`src/rtl/ccff_loader_pkg.sv`:
```
`default_nettype none
// ============================================================================
// Module      : ccff_loader_pkg
// Description : Shared types, default sizes and helpers for the configuration
//               chain bitstream loader.
// Revision    : 1.0 - initial release
// ============================================================================
package ccff_loader_pkg;

    // Default geometry of the configuration fabric.
    localparam int NUM_CHAINS_DEF = 12;
    localparam int CHAIN_LEN_DEF  = 2048;

    // Loader sequencing states.
    typedef enum logic [2:0] {
        ST_IDLE   = 3'd0,
        ST_LOAD   = 3'd1,
        ST_VERIFY = 3'd2,
        ST_DRAIN  = 3'd3,
        ST_DONE   = 3'd4
    } state_t;

    // Counter width able to hold 0..len inclusive.
    function automatic int cnt_w(input int len);
        return $clog2(len + 1);
    endfunction

endpackage : ccff_loader_pkg
`default_nettype wire

```
`src/rtl/ccff_tail_checker.sv`:
```
`default_nettype none
// ============================================================================
// Module      : ccff_tail_checker
// Description : Per-chain comparison of the bit being shifted in against the
//               pre-shift chain tail, with sticky per-chain and summary error
//               flags.
// Revision    : 1.0 - initial release
// ============================================================================
module ccff_tail_checker
    import ccff_loader_pkg::*;
#(
    parameter int NUM_CHAINS = NUM_CHAINS_DEF
) (
    input  logic                  clk,
    input  logic                  reset_n,
    input  logic                  clear,
    input  logic                  check_en,
    input  logic [NUM_CHAINS-1:0] head,
    input  logic [NUM_CHAINS-1:0] tail,
    output logic [NUM_CHAINS-1:0] err_chain,
    output logic                  error
);

    logic [NUM_CHAINS-1:0] w_mismatch;
    logic [NUM_CHAINS-1:0] err_chain_d;
    logic [NUM_CHAINS-1:0] err_chain_q;
    logic                  error_d;
    logic                  error_q;

    // Accumulate mismatches while enabled; a new run clears the history.
    always_comb begin
        w_mismatch  = check_en ? (head ^ tail) : '0;
        err_chain_d = err_chain_q | w_mismatch;
        error_d     = error_q | (|w_mismatch);
        if (clear) begin
            err_chain_d = '0;
            error_d     = 1'b0;
        end
    end

    // Sticky error registers.
    always_ff @(posedge clk) begin
        if (!reset_n) begin
            err_chain_q <= '0;
            error_q     <= 1'b0;
        end else begin
            err_chain_q <= err_chain_d;
            error_q     <= error_d;
        end
    end

    assign err_chain = err_chain_q;
    assign error     = error_q;

endmodule : ccff_tail_checker
`default_nettype wire

```
`src/rtl/ccff_bitstream_loader.sv`:
```
`default_nettype none
// ============================================================================
// Module      : ccff_bitstream_loader
// Description : Streams a bitstream (one bit per chain per word) into the
//               configuration chains, producing a registered ccff_head and a
//               one-cycle prog_clk enable per accepted word, with an optional
//               second verify pass that checks ccff_tail.
// Revision    : 1.0 - initial release
// ============================================================================
module ccff_bitstream_loader
    import ccff_loader_pkg::*;
#(
    parameter int NUM_CHAINS = NUM_CHAINS_DEF,
    parameter int CHAIN_LEN  = CHAIN_LEN_DEF,
    parameter int CNT_W      = cnt_w(CHAIN_LEN)
) (
    input  logic                  clk,
    input  logic                  reset_n,
    input  logic                  start,
    input  logic                  verify_en,
    input  logic                  s_valid,
    output logic                  s_ready,
    input  logic [NUM_CHAINS-1:0] s_data,
    output logic [NUM_CHAINS-1:0] ccff_head,
    input  logic [NUM_CHAINS-1:0] ccff_tail,
    output logic                  prog_clk_en,
    output logic                  config_enable,
    output logic                  busy,
    output logic                  done,
    output logic                  error,
    output logic [NUM_CHAINS-1:0] err_chain
);

    state_t                state_q;
    state_t                state_d;
    logic [CNT_W-1:0]      cnt_q;
    logic [CNT_W-1:0]      cnt_d;
    logic                  verify_q;
    logic                  verify_d;
    logic [NUM_CHAINS-1:0] head_q;
    logic [NUM_CHAINS-1:0] head_d;
    logic                  strobe_q;
    logic                  strobe_d;
    logic                  strobe_vfy_q;
    logic                  strobe_vfy_d;
    logic                  clear_chk;

    logic                  w_ready;
    logic                  w_hs;
    logic                  w_last;
    logic                  w_shifting;

    // Words are only taken while a pass is open; the last handshake of a pass
    // is the one that brings the counter up to CHAIN_LEN.
    assign w_ready    = (state_q == ST_LOAD) || (state_q == ST_VERIFY);
    assign w_hs       = s_valid && w_ready;
    assign w_last     = w_hs && (cnt_q == CNT_W'(CHAIN_LEN - 1));
    assign w_shifting = w_ready || (state_q == ST_DRAIN);

    // Next-state, pass counter and verify-flag sequencing.
    always_comb begin
        state_d   = state_q;
        cnt_d     = cnt_q;
        verify_d  = verify_q;
        clear_chk = 1'b0;
        case (state_q)
            ST_IDLE, ST_DONE: begin
                if (start) begin
                    state_d   = ST_LOAD;
                    cnt_d     = '0;
                    verify_d  = verify_en;
                    clear_chk = 1'b1;
                end
            end
            ST_LOAD: begin
                if (w_hs) begin
                    cnt_d = cnt_q + CNT_W'(1);
                    if (w_last) begin
                        if (verify_q) begin
                            state_d = ST_VERIFY;
                            cnt_d   = '0;
                        end else begin
                            state_d = ST_DRAIN;
                        end
                    end
                end
            end
            ST_VERIFY: begin
                if (w_hs) begin
                    cnt_d = cnt_q + CNT_W'(1);
                    if (w_last) begin
                        state_d = ST_DRAIN;
                    end
                end
            end
            ST_DRAIN: begin
                state_d = ST_DONE;
            end
            default: begin
                state_d = ST_IDLE;
            end
        endcase
    end

    // Head data and strobe: each accepted word becomes one strobe a cycle
    // later; strobes from verify-pass words are tagged for checking.
    always_comb begin
        head_d       = w_hs ? s_data : head_q;
        strobe_d     = w_hs;
        strobe_vfy_d = w_hs && (state_q == ST_VERIFY);
    end

    // Control and datapath registers.
    always_ff @(posedge clk) begin
        if (!reset_n) begin
            state_q      <= ST_IDLE;
            cnt_q        <= '0;
            verify_q     <= 1'b0;
            head_q       <= '0;
            strobe_q     <= 1'b0;
            strobe_vfy_q <= 1'b0;
        end else begin
            state_q      <= state_d;
            cnt_q        <= cnt_d;
            verify_q     <= verify_d;
            head_q       <= head_d;
            strobe_q     <= strobe_d;
            strobe_vfy_q <= strobe_vfy_d;
        end
    end

    // The tail seen during a verify strobe is the bit about to be shifted
    // out, which must equal the bit now being shifted in.
    ccff_tail_checker #(
        .NUM_CHAINS (NUM_CHAINS)
    ) u_checker (
        .clk       (clk),
        .reset_n   (reset_n),
        .clear     (clear_chk),
        .check_en  (strobe_q && strobe_vfy_q),
        .head      (head_q),
        .tail      (ccff_tail),
        .err_chain (err_chain),
        .error     (error)
    );

    assign s_ready       = w_ready;
    assign ccff_head     = head_q;
    assign prog_clk_en   = strobe_q;
    assign config_enable = w_shifting;
    assign busy          = w_shifting;
    assign done          = (state_q == ST_DONE);

endmodule : ccff_bitstream_loader
`default_nettype wire

```
`config.mk`:
```
export PLATFORM = sky130hd
export DESIGN_NAME = ccff_bitstream_loader
export DESIGN_NICKNAME = d
export VERILOG_FILES = /design/src/rtl/ccff_loader_pkg.sv /design/src/rtl/ccff_tail_checker.sv /design/src/rtl/ccff_bitstream_loader.sv
export SDC_FILE = /design/constraint.sdc
export NUM_CORES = 1
export LEC_CHECK = 0
export CAP_MARGIN = 0
export CORE_MARGIN = 2
export CORE_UTILIZATION = 60
export DETAILED_ROUTE_END_ITERATION = 10
export DONT_BUFFER_PORTS = 1
export GPL_TIMING_DRIVEN = 1
export HOLD_SLACK_MARGIN = 0.02
export PLACE_DENSITY_LB_ADDON = 0.25
export SLEW_MARGIN = 20
export SYNTH_ARGS = -nofsm -noshare
export SYNTH_HDL_FRONTEND = slang
export SYNTH_HIERARCHICAL = 1
export SYNTH_SLANG_ARGS = --single-unit
```
`constraint.sdc`:
```
create_clock -name clk -period 3.1 [get_ports clk]
set_input_delay 0.775 -clock clk [delete_from_list [all_inputs] [get_ports clk]]
set_output_delay 0.775 -clock clk [all_outputs]
set_load 0.01 [all_outputs]
```
==> results by group <==
Placed design
  – Cells after DPL: 274
  – Placer congestion estimate: 0.789
  – Buffers on Ports: 0
  – HPWL Detailed: 2.90 mm

Floorplan
  – Starting density of the core: 63.6%
  – Chip width: 61.3 um
  – Die Area: 3760 um^2
  – Site row count: 20
  – Core ar.: 3100 um^2
  – I/O pins: 59
  – Die H: 61.3 um

Power
  – Sequential power share: 51.7%
  – Logic pwr share: 27.8%
  – VDD IR max: 0.000326 V
  – Pwr Density: 641 nW/um^2
  – Clock power frac: 20.5%
  – Total power: 1.30 mW
  – Pint: 0.807 mW
  – Leak: 0.729 nW
  – NetSw: 0.495 mW
  – Net Sw Frac: 38.0%

Logic synthesis
  – Top cell type's share of synthesized area: 43.6%
  – Leading area contributor after synthesis: dfxtp_1
  – Synth cell count leaders: 43 x dfxtp_1, 40 x nand2_1, 32 x a21oi_1, 27 x nor2_1
  – Fraction of registers with async set/reset: 0%
  – FF+latch count, synth: 43
  – Yosys warning count: 6
  – Synth unique cells: 42
  – EDFF count, synth: 0
  – Post-synthesis sequential area ratio: 43.6%
  – Cell count after synthesis: 239
  – Syn Std Cell Area: 1970 um^2
  – Top cells by area, synth: dfxtp_1 44%, a21oi_1 8.1%, nand2_1 7.6%, nor2_1 5.1%, xor2_1 4.4%
  – Top-count cell post-synth: dfxtp_1
  – Average cell area after synthesis: 8.26 um^2
  – Synth Flop Type: dfxtp_1
  – Synth Net Count: 269

Global route
  – GRT Resource Usage Total: 22.6%
  – Global-route wire length before repair: 6.24 mm
  – Largest net degree at the start of global routing: 27
  – Vias in the first global route: 1,394
  – Antenna violations before repair: 0
  – Final global-route overflow total: 0

CTS
  – CTS tree: yes
  – # hold bufs at CTS: 0
  – Total CTS buffers: 5
  – CTS max path bufs: 2
  – Sinks on Clock Net: 43
  – Root buf cell: clkbuf_4
  – Clk slew on worst S/H paths: 0.12 ns
  – # resized after CTS: 0
  – Clk Latency, worst-skew pair: 0.36 ns
  – H-tree lvl count: 2
  – Setup bufs post-CTS: 0

Critical path
  – Worst Path Buf+Inv: 1
  – Flop2flop setup slack: 1.18 ns
  – Critical path launch point type: flop
  – Critical-path maximum fanout: 9
  – Worst EP required: 2.32 ns
  – Worst setup EP type: output pin
  – Cells on worst reg2reg path: 5
  – Worst stage delay on the critical path: 0.57 ns
  – Crit path cell chain: xor2_2 -> nand2b_1 -> inv_1
  – Stages on worst setup path: 3
  – Top delay family on crit path: flip-flops
  – Critical R2R Capture: cnt_q[7]
  – FF-to-FF Start: state_q[0]
  – Crit-path slowest cell: dfxtp_1
  – CP arrival: 1.57 ns
  – Kind of critical path: reg -> out

Routing
  – Wirelength, routed: 4.04 mm
  – Antenna-violating nets left: 0
  – Via count: 1,631
  – Via density: 5.78
  – DRC Markers: 0
  – Initial DRC Count: 98
  – Wire per inst: 14.3 um
  – DRT Pass-1 Iters: 4

Final layout
  – Fill count: 286
  – Share of cells above drive strength 1: 7.56%
  – Nets: 267
  – Area delta synth->final: 2.92%
  – Final Instance Count excl. Fillers: 282
  – Ant diodes: 0

STA
  – Slew headroom: 48.9%
  – Fin. max-slew vios: 0
  – Worst-Margin Slew: 0.762 ns
  – Final setup vio count: 0
  – Hold Fails Final Rpt: 0
  – Final period utilization: 75.8%
  – Skew final: 0.00830 ns
  – Tmin final: 2.35 ns
  – Setup TNS Final: 0 ns
  – RSZ-0062 raised after global routing: no
  – Peak Freq: 426 MHz

Worst hold path
  – HP Class: reg -> reg
  – Hold Path End: cnt_q[1]
  – Min-delay src: cnt_q[1]
  – Hold path cells: 2

Status
  – Status: finished clean

Flow run
  – Max cap viols: 0
## registers in the layout, indices dropped and copies added (netlist names)
name                 flops
ccff_head               12
cnt_q                   12
prog_clk_en              1
state_q                  3
strobe_vfy_q             1
u_checker/err_chain     12
u_checker/error          1
verify_q                 1
## cells by family (layout without fill, tap and decap cells)
logic type | count (synthesis) | count (layout) | synth area share, %
adder cells (fa/ha/maj) | 1 | 1 | 0.634
XOR/XNOR | 13 | 13 | 6.15
buffers and inverters | 17 | 16 | 4.50
flip-flops | 43 | 43 | 43.6
multiplexers | 2 | 2 | 1.01
AND/OR/NAND/NOR | 107 | 107 | 27.4
AO/OA/AOI/OAI | 56 | 56 | 16.7
## stage by stage
stage               area (um^2)  hold slack (ns)  util [%]  setup slack [ns]
floorplan                  1970            0.458         -              1.33
global placement           1980            0.472      63.7              1.09
detailed placement         1980            0.481      63.7              1.03
CTS                        2030            0.497      65.4             0.742
global route               2030            0.506      65.4             0.607
finish                     2030            0.495      65.4             0.751
## tightest hold or removal path: cells and delay by family (launching register included)
family          cells  cell delay, ns
flops               1            0.35
simple gates        1            0.06
compound gates      1            0.05
## layout make-up
| type | instances | area [um^2] | share of cell area (%) |
|---|---|---|---|
| tap | 44 | 55.1 | 2.71 |
| inverter | 6 | 22.5 | 1.11 |
| timing repair buffer | 2 | 15.0 | 0.739 |
| sequential | 43 | 861 | 42.4 |
| multi-input combinational | 179 | 1020 | 50.4 |
| clock inverter | 2 | 12.5 | 0.616 |
| clock buffer | 6 | 41.3 | 2.03 |
## power groups by stage
| stage | Clock, mW | Sequential [mW] | Combinational (mW) |
|---|---|---|---|
| 4_1_cts | 0.273 | 0.673 | 0.363 |
| 6_report | 0.267 | 0.673 | 0.362 |
| 2_1_floorplan | 0 | 0.656 | 0.346 |
| 5_1_grt | 0.290 | 0.683 | 0.406 |
| 3_3_place_gp | 0 | 0.685 | 0.355 |
| 3_5_place_dp | 0 | 0.686 | 0.362 |
## layer usage
| metal | part of all wire [%] | global-route usage (%) | vias up |
|---|---|---|---|
| met5 | 0 | 0 | - |
| met4 | 1.2 | 8.21 | 0 |
| met3 | 7.5 | 7.56 | 5 |
| met2 | 47 | 35.0 | 54 |
| met1 | 45 | 29.7 | 764 |
| li1 | - | - | 808 |
## cell usage in the layout (no fill, tap or decap), drive strengths merged, types with 2 or more instances in the layout
master  count
dfxtp      43
nand2      40
a21oi      34
nor2       27
xor2       11
nand3      10
nand2b      8
a31oi       7
clkbuf      6
inv         5
nand3b      5
o21ai       5
nor3        3
o21ba       3
nor4        3
and2        2
o21a        2
mux2i       2
buf         2
xnor2       2
nor4b       2
nand4       2
clkinv      2
## worst max-delay path by stage
stage	from	endpoint	slack (ns)
CTS	state_q[0]	s_ready	0.74
global placement	s_valid	cnt_q[8]	1.09
finish	state_q[0]	s_ready	0.75
global route	state_q[0]	s_ready	0.61
detailed placement	s_valid	cnt_q[4]	1.03
floorplan	start	cnt_q[10]	1.33
Power figures use the tool's default switching activity.
